**config.mk**
```make
export PLATFORM = sky130hd
export DESIGN_NAME = memory_bus_ws
export DESIGN_NICKNAME = d
export VERILOG_FILES = /design/src/rtl/memory_bus_ws.sv
export SDC_FILE = /design/constraint.sdc
export NUM_CORES = 1
export LEC_CHECK = 0
export ABC_CLOCK_PERIOD_IN_PS = 2500
export BUFFER_PORTS_ARGS = -buffer_cell sky130_fd_sc_hd__buf_2
export CORE_MARGIN = 10
export CORE_UTILIZATION = 45
export CTS_BUF_LIST = sky130_fd_sc_hd__clkbuf_8
export CTS_CLUSTER_SIZE = 30
export DETAILED_ROUTE_END_ITERATION = 10
export MAX_ROUTING_LAYER = met4
export PLACE_DENSITY = 0.82
export SKIP_CTS_REPAIR_TIMING = 1
export SLEW_MARGIN = 10
export SYNTH_ARGS = -nofsm -noshare
export SYNTH_HDL_FRONTEND = slang
export SYNTH_SLANG_ARGS = --single-unit
```
**constraint.sdc**
```tcl
create_clock -name raw_clk -period 2.5 [get_ports raw_clk]
set_input_delay 0.25 -clock raw_clk [delete_from_list [all_inputs] [get_ports raw_clk]]
set_output_delay 0.25 -clock raw_clk [all_outputs]
set_load 0.03 [all_outputs]
```
**src/rtl/memory_bus_ws.sv**
```systemverilog
// memory_bus_ws: bank-decoding memory router with per-bank wait states,
// optional external ready handshake and a WAIT_EXT timeout that becomes a bus error.
module memory_bus_ws #(
    parameter int unsigned ADDR_WIDTH = 16,
    parameter int unsigned DATA_WIDTH = 32,
    parameter int unsigned BANK_BITS  = 2,
    parameter int unsigned LAT_BITS   = 4,
    parameter logic [(2**BANK_BITS)*LAT_BITS-1:0] BANK_LATENCY = {4'd1, 4'd1, 4'd1, 4'd1},
    parameter logic [(2**BANK_BITS)-1:0]          EXT_READY_MASK = 4'b0100,
    parameter int unsigned TIMEOUT    = 255
) (
    input  logic                                 raw_clk,
    input  logic                                 reset,
    input  logic [ADDR_WIDTH-1:0]                address,
    input  logic [DATA_WIDTH-1:0]                data_in,
    input  logic [DATA_WIDTH/8-1:0]              write_mask,
    input  logic                                 write_enable,
    input  logic                                 bus_enable,
    output logic [DATA_WIDTH-1:0]                data_out,
    output logic                                 ready,
    output logic                                 bus_error,
    output logic [ADDR_WIDTH-BANK_BITS-1:0]      bank_address,
    output logic [DATA_WIDTH-1:0]                bank_data_in,
    output logic [DATA_WIDTH/8-1:0]              bank_write_mask,
    output logic [(2**BANK_BITS)-1:0]            bank_select,
    output logic [(2**BANK_BITS)-1:0]            bank_write_enable,
    input  logic [(2**BANK_BITS)*DATA_WIDTH-1:0] bank_data_out,
    input  logic [(2**BANK_BITS)-1:0]            bank_ready
);

    localparam int unsigned NUM_BANKS = 2**BANK_BITS;
    localparam int unsigned MASK_W    = DATA_WIDTH/8;
    localparam int unsigned LOW_W     = ADDR_WIDTH-BANK_BITS;
    // Timeout counter only needs to reach TIMEOUT-1
    localparam int unsigned TO_W      = (TIMEOUT > 2) ? $clog2(TIMEOUT) : 1;

    localparam logic [1:0] S_IDLE     = 2'd0;
    localparam logic [1:0] S_ACCESS   = 2'd1;
    localparam logic [1:0] S_WAIT_EXT = 2'd2;
    localparam logic [1:0] S_DONE     = 2'd3;

    logic [1:0]            state, state_nx;
    logic [BANK_BITS-1:0]  bank, bank_nx;
    logic                  is_write, is_write_nx;
    logic [LOW_W-1:0]      addr_q, addr_nx;
    logic [DATA_WIDTH-1:0] data_q, data_nx;
    logic [MASK_W-1:0]     mask_q, mask_nx;
    logic [LAT_BITS-1:0]   wait_cnt, wait_nx;
    logic [TO_W-1:0]       tcnt, tcnt_nx;
    logic                  err, err_nx;
    logic [DATA_WIDTH-1:0] data_out_nx;
    logic                  ready_nx;
    logic                  bus_error_nx;
    logic [NUM_BANKS-1:0]  select_nx;
    logic [NUM_BANKS-1:0]  strobe_nx;

    logic [BANK_BITS-1:0]  req_bank;
    logic [DATA_WIDTH-1:0] sel_data;
    logic [LAT_BITS-1:0]   req_lat;
    logic                  bank_ext;

    assign req_bank = address[ADDR_WIDTH-1 -: BANK_BITS];
    assign sel_data = bank_data_out[bank*DATA_WIDTH +: DATA_WIDTH];
    assign req_lat  = BANK_LATENCY[req_bank*LAT_BITS +: LAT_BITS];
    assign bank_ext = EXT_READY_MASK[bank];

    assign bank_address    = addr_q;
    assign bank_data_in    = data_q;
    assign bank_write_mask = mask_q;

    // Next-state, counter and registered-output decode
    always_comb begin
        state_nx     = state;
        bank_nx      = bank;
        is_write_nx  = is_write;
        addr_nx      = addr_q;
        data_nx      = data_q;
        mask_nx      = mask_q;
        wait_nx      = wait_cnt;
        tcnt_nx      = tcnt;
        err_nx       = err;
        data_out_nx  = data_out;
        strobe_nx    = '0;
        select_nx    = '0;
        ready_nx     = 1'b0;
        bus_error_nx = 1'b0;

        case (state)
            S_IDLE: begin
                err_nx = 1'b0;
                if (bus_enable) begin
                    bank_nx     = req_bank;
                    is_write_nx = write_enable;
                    addr_nx     = address[LOW_W-1:0];
                    data_nx     = data_in;
                    mask_nx     = write_mask;
                    wait_nx     = req_lat;
                    state_nx    = S_ACCESS;
                    // The only write strobe of the transaction: first ACCESS cycle
                    if (write_enable) begin
                        strobe_nx = NUM_BANKS'(1) << req_bank;
                    end
                end
            end
            S_ACCESS: begin
                if (wait_cnt != '0) begin
                    wait_nx = wait_cnt - LAT_BITS'(1);
                end else if (bank_ext) begin
                    tcnt_nx  = '0;
                    state_nx = S_WAIT_EXT;
                end else begin
                    if (!is_write) begin
                        data_out_nx = sel_data;
                    end
                    state_nx = S_DONE;
                end
            end
            S_WAIT_EXT: begin
                // Device ready takes priority over a coincident timeout
                if (bank_ready[bank]) begin
                    if (!is_write) begin
                        data_out_nx = sel_data;
                    end
                    state_nx = S_DONE;
                end else if ((TIMEOUT != 0) && (tcnt == TO_W'(TIMEOUT - 1))) begin
                    data_out_nx = '0;
                    err_nx      = 1'b1;
                    state_nx    = S_DONE;
                end else if (tcnt != '1) begin
                    tcnt_nx = tcnt + TO_W'(1);
                end
            end
            S_DONE: begin
                state_nx = S_IDLE;
            end
            default: begin
                state_nx = S_IDLE;
            end
        endcase

        if ((state_nx == S_ACCESS) || (state_nx == S_WAIT_EXT)) begin
            select_nx = NUM_BANKS'(1) << bank_nx;
        end
        ready_nx     = (state_nx == S_DONE);
        bus_error_nx = (state_nx == S_DONE) && err_nx;
    end

    // State, latched request and registered outputs
    always_ff @(posedge raw_clk) begin
        if (reset) begin
            state             <= S_IDLE;
            bank              <= '0;
            is_write          <= 1'b0;
            addr_q            <= '0;
            data_q            <= '0;
            mask_q            <= '0;
            wait_cnt          <= '0;
            tcnt              <= '0;
            err               <= 1'b0;
            data_out          <= '0;
            ready             <= 1'b0;
            bus_error         <= 1'b0;
            bank_select       <= '0;
            bank_write_enable <= '0;
        end else begin
            state             <= state_nx;
            bank              <= bank_nx;
            is_write          <= is_write_nx;
            addr_q            <= addr_nx;
            data_q            <= data_nx;
            mask_q            <= mask_nx;
            wait_cnt          <= wait_nx;
            tcnt              <= tcnt_nx;
            err               <= err_nx;
            data_out          <= data_out_nx;
            ready             <= ready_nx;
            bus_error         <= bus_error_nx;
            bank_select       <= select_nx;
            bank_write_enable <= strobe_nx;
        end
    end

endmodule

```
Word level (Yosys, flattened, before mapping). Cells that the tools add are included.

Register bits after elaboration: 110. Input port bits: 188. Logic and storage cells: 84.

Add/subtract/negate cells: 2. Magnitude comparators: 1. Equal/unequal tests: 17. Shift-type cells: 4. Mux-type cells: 30. Bitwise gates (word level): 4. Reductions and logical operators: 12.

Operators with widths (number): 32-bit two-way mux (5); 128-bit by 8-bit variable part select with 32-bit output (1); 32-bit case mux with 2 select lines (1); 8-bit two-way mux (5); 2-bit inequality test (second input constant) (8); 8-bit case mux with 2 select lines (1); 16-bit by 5-bit variable part select with 4-bit output (first input constant) (1); 2-bit two-way mux (6); 8-bit by 1-bit adder with 8-bit output (second input constant) (1); 2-bit == test (second input constant) (4); 8-bit == test (second input constant) (1); 4-bit two-way mux (2); 8-bit inequality test (second input constant) (1); 2-bit case mux with 4 select lines (1); 4-bit case mux with 2 select lines (1); 1-bit by 2-bit << shifter with 4-bit output (first input constant) (2); 6-bit AND reduction (1); 1-bit two-way mux (5); 1-bit binary-select mux with 2-bit select (2); 2-bit by 1-bit == test with 1-bit output (second input constant) (2); 1-bit NOT (4); 4-bit AND reduction (1); 2-bit nonzero test (2); 4-bit nonzero test (1); other kinds (11) (11).

Longest topological paths before layout.
Word-level depth: 9. Gate-level depth with buffers: 10. Depth with buffers taken out: 10.

Least setup slack after synthesis. No wires, ideal clock.

Kind: register -> register. Start: register bank[0]. End: register bank_select[0]. Library setup time: 116 ps. Arrival: 2015 ps. Required time: 2384 ps. Slack: 370 ps. Stages on the path, launching flop included: 10. Path buffers: 2. Period minus slack after synthesis: 2130 ps. Cell sequence: dfxtp_1 > buf_6 > mux4_2 > buf_6 > o21bai_1 > nand2_1 > nand3_1 > ha_1 > nor2b_1 > and3_1.

Longest elaborated chain between the ends: 9. Elaborated cells between the ends (all ways): 16. Classes of those cells: eq/ne (2); shift (1); mux (10); bitwise (1); reduce/logical (2).

Ends and longest elaborated chain: start, declared (line 43) `logic [BANK_BITS-1:0] bank, bank_nx;`; start signal, assigned (line 167) `bank <= bank_nx;`; 1-bit binary-select mux with 2-bit select (line 65) `assign bank_ext = EXT_READY_MASK[bank];`; 1-bit two-way mux (not written as such) (line 65); 1-bit two-way mux (line 108) `end else if (bank_ext) begin`; 2-bit two-way mux (line 106) `if (wait_cnt != '0) begin`; 2-bit case mux with 4 select lines * (line 88) `case (state)`; net state_nx[0] (line 42) `logic [1:0] state, state_nx;`; 2-bit by 1-bit == test with 1-bit output / 2-bit == test (equally long branches) (line 141) `if ((state_nx == S_ACCESS) || (state_nx == S_WAIT_EXT)) begin`; 1-bit logical OR * (line 141); 1-bit NOT (no line) *; 2-bit OR reduction (no line) *; end signal, assigned (line 178) `bank_select <= select_nx;`; end, declared (line 25) `output logic [(2**BANK_BITS)-1:0] bank_select,`.

Mark *: on every way through the listed nets, which the timed path passes. The rest lies on a longest branch. The select of a mux whose other input is x is not followed. A chain may end at the register's enable or synchronous reset.

Worst setup path in the final report.
Start: register bank[0]. End: register bank_select[3].

The elaborated chain is that of the path after synthesis.

==> out/qor.csv <==
stage,metric,value,unit
status,status,"finished, final reports clean",
power,Gate power share,39.7,%
floorplanning,Site Rows,37,
floorplanning,Initial Utilization,46.3,%
cts,Clock Latency Late Sink,0.36,ns
cells_and_area,final instance area,6420,um^2
sta,fin crit period,2.27,ns
power,Pleak,2.97,nW
sta,setup TNS,0,ns
sta,endpoints failing hold,0,
power,Sw Ratio,39.0,%
logic_synthesis,cells after synthesis,483,
logic_synthesis,Synth cell types,43,
global_routing,initial antenna violation count,0,
floorplanning,core area,10400,um^2
routing,routed length per instance,17.8,um
cts,CTS tree,done,
global_routing,total grt overflow,0,
place,port buffer count,279,
setup_path,Crit-path slowest cell,mux4_2,
power,maximum vdd drop,0.398,mV
global_routing,Total Routing Usage GR,19.9,%
cts,Clock Path Buffers,2,
cts,Worst-path clk slew,0.10,ns
run,Max-Cap Viols,0,
sta,clk_skew,0.0124,ns
cells_and_area,Layout area overhead,33.9,%
floorplanning,die width,123,um
power,internal power,3.21,mW
sta,Worst slew margin,29.6,%
global_routing,first-pass GRT wire length,23.7,mm
setup_path,Worst Path Arrival,2.55,ns
sta,setup violators final,0,
logic_synthesis,Syn. warnings,0,
sta,crit share post-route,90.6,%
cts,H-tree depth,3,
setup_path,WP data required,2.79,ns
setup_path,r2r setup slk,0.23,ns
setup_path,critical-path cell list,mux4_2 > o21bai_1 > nand2_1 > nand3_1 > ha_1 > nor2b_1 > nor3b_1,
cts,CTS buffer count,9,
routing,WL met2,7.92,mm
setup_path,Worst setup EP type,flip-flop,
logic_synthesis,number of register bits inferred by synthesis,110,
place,"Cell Area, Placed",6250,um^2
setup_path,family with the most delay on the worst path,simple AND/OR/NAND/NOR gates,
place,hpwl dp,12.7,mm
routing,DRC viols,0,
logic_synthesis,Yosys top cell area share,45.9,%
setup_path,Worst path max stage delay,0.62,ns
cts,clk sinks,110,
hold_path,cell count of the worst hold path,2,
power,Net Sw Power,2.05,mW
logic_synthesis,syn_area_per_cell,9.93,um^2
power,PwrDens,819,nW/um^2
power,clock power share,18.2,%
cells_and_area,Final nets,935,
setup_path,R2R cell count,7,
sta,RSZ-0062 raised after global routing,false,
routing,detailed-route wire length,15.7,mm
hold_path,worst hold-check path type,in2reg,
routing,post-route ant nets,0,
logic_synthesis,Post-synth EDFFs,0,
hold_path,hold path endpoint,bank_write_enable[0]$_SDFF_PP0_,
sta,Max Freq,441,MHz
setup_path,WP buf/inv,0,
logic_synthesis,Yosys top cell by area,dfxtp_1,
place,GPL Wtd Cong,0.864,
routing,Met3 Routed Length,1.46,mm
logic_synthesis,main area contributors after synthesis,"dfxtp_1 46%, mux4_2 15%, nand2_1 9.1%",
floorplanning,die height,123,um
sta,Final Max Slew Viols,0,
cells_and_area,layout cells sized above 1,46.0,%
logic_synthesis,register area share after synthesis,45.9,%
setup_path,worst r2r dst,bank_select[3]$_SDFF_PP0_,
cells_and_area,Finished Layout Cells,882,
logic_synthesis,Main synth FF type,dfxtp_1,
floorplanning,die area,15200,um^2
routing,via count,4628,
routing,Vias/cell,5.25,
setup_path,critical path startpoint category,flip-flop,
floorplanning,num ports,280,
routing,wire length on met1,5.98,mm
cts,CTS Root Buffer Type,clkbuf_8,
routing,DR iter-0 viols,320,
routing,DRT Pass-1 Iters,4,
logic_synthesis,Synth async-reset ratio,0,%
setup_path,Reg-to-Reg Start,bank[0]$_SDFF_PP0_,
routing,highest routed layer,met4,
logic_synthesis,Post-Syn Area,4800,um^2
logic_synthesis,Post-Syn Nets,676,
global_routing,via count of the first global-routing pass,4845,
global_routing,largest net degree at the start of global routing,53,
hold_path,Hold Startpoint,address[14],
sta,actual slew at the worst max-slew pin,1.06,ns
setup_path,critical path type,reg2reg,
place,dpl cells,867,
setup_path,Crit Path Max Fanout,10,
power,register share of total power,42.1,%
-- area by class of cell --
type	instances	area (um^2)
antenna	1	2.50
clock buffer	11	151
clock inverter	3	21.3
fill	877	3950
inverter	6	22.5
multi-input combinational	329	2400
sequential	110	2200
tap	136	170
timing repair buffer	286	1450
-- cells in the final DEF (no fill, tap or decap), types with 3 or more instances in the layout --
master and n:
nand2_1 116, nor2b_1 5, a22o_1 32, and2_1 3, nor3_1 8, a21oi_1 53, buf_2 279, nor3b_1 3
nand2b_1 3, buf_4 7, and3_1 3, nor2_1 11, nor4_1 5, mux4_2 33, o21ai_0 7, inv_1 6
nand3_1 9, dfxtp_1 109, ha_1 5, clkbuf_8 11
-- cell usage after synthesis (2+ instances only) --
cell and number:
nand2_1 116, dfxtp_1 110, a21oi_1 53, mux4_2 33
a22o_1 32, clkbuf_1 24, nor2_1 11, nand3_1 9
nor3_1 8, buf_2 7, o21ai_0 7, inv_1 6
buf_6 5, ha_1 5, nor2b_1 5, nor4_1 5
nor3b_1 4, and2_1 3, and3_1 3, nand2b_1 3
a211oi_1 2, a31oi_1 2, a41oi_1 2, buf_1 2
mux2i_1 2, nand4_1 2, o21bai_1 2, o31ai_1 2
or3_1 2, or3b_2 2, xor2_1 2
-- metal layers --
| layer | vias to the layer above | global-route usage [%] |
|---|---|---|
| met1 | 2107 | 21.7 |
| met3 | 23 | 4.56 |
| li1 | 2255 | - |
| met2 | 243 | 34.5 |
| met5 | - | - |
| met4 | 0 | 7.86 |
-- cells by family after synthesis --
kind of cell             share of synthesized area [%]
multiplexers                                      16.4
AND/OR/NAND/NOR                                   16.0
buffers and inverters                             4.41
XOR/XNOR                                         0.365
flip-flops                                        45.9
AO/OA/AOI/OAI                                     15.6
adder cells (fa/ha/maj)                           1.30
-- worst max path at each step --
| stage | cells past startpoint | end | slack (ns) | startpoint |
|---|---|---|---|---|
| 5_1_grt | 5 | data_out[6]$_SDFFE_PP0P_ | 0.08 | bank[0]$_SDFF_PP0_ |
| 3_3_place_gp | 5 | data_out[29]$_SDFFE_PP0P_ | 0.37 | bank[0]$_SDFF_PP0_ |
| 3_5_place_dp | 5 | data_out[22]$_SDFFE_PP0P_ | 0.29 | bank[0]$_SDFF_PP0_ |
| 6_report | 7 | bank_select[3]$_SDFF_PP0_ | 0.23 | bank[0]$_SDFF_PP0_ |
| 4_1_cts | 7 | bank_select[3]$_SDFF_PP0_ | 0.23 | bank[0]$_SDFF_PP0_ |
| 2_1_floorplan | 9 | bank_select[0]$_SDFF_PP0_ | 0.37 | bank[0]$_SDFF_PP0_ |
-- worst register-to-register path: stages (launching register included) --
cell,delay (ns)
dfxtp_2,0.35
mux4_2,0.62
o21bai_1,0.26
nand2_1,0.11
nand3_1,0.07
ha_1,0.29
nor2b_1,0.26
nor3b_1,0.22
-- state kept, by name, indices dropped and copies added, names as in the netlist, 2 cells and up --
name and count:
bank_data_in 32, data_out 32, bank_address 14, tcnt 8, bank_select 4, bank_write_enable 4, bank_write_mask 4, wait_cnt 4
bank 2, state 2
-- power groups by stage --
stage / logic, mW / registers, mW / clock network [mW]
3_3_place_gp: 2.04 / 2.24 / 0
4_1_cts: 2.12 / 2.21 / 0.990
3_5_place_dp: 2.11 / 2.25 / 0
6_report: 2.09 / 2.21 / 0.956
2_1_floorplan: 0.972 / 2.74 / 0
5_1_grt: 2.26 / 2.25 / 1.06
-- per-stage QoR --
step	hold slack [ns]	util (%)	total power, mW	worst slack (ns)
2_1_floorplan	0.322	-	3.71	0.370
3_3_place_gp	0.438	60.2	4.28	0.369
3_5_place_dp	0.443	60.2	4.36	0.288
4_1_cts	0.0692	61.9	5.32	0.228
5_1_grt	0.0855	61.9	5.56	0.0798
6_report	0.0942	61.9	5.26	0.235
Note: power is estimated with default switching activity, not from simulation.
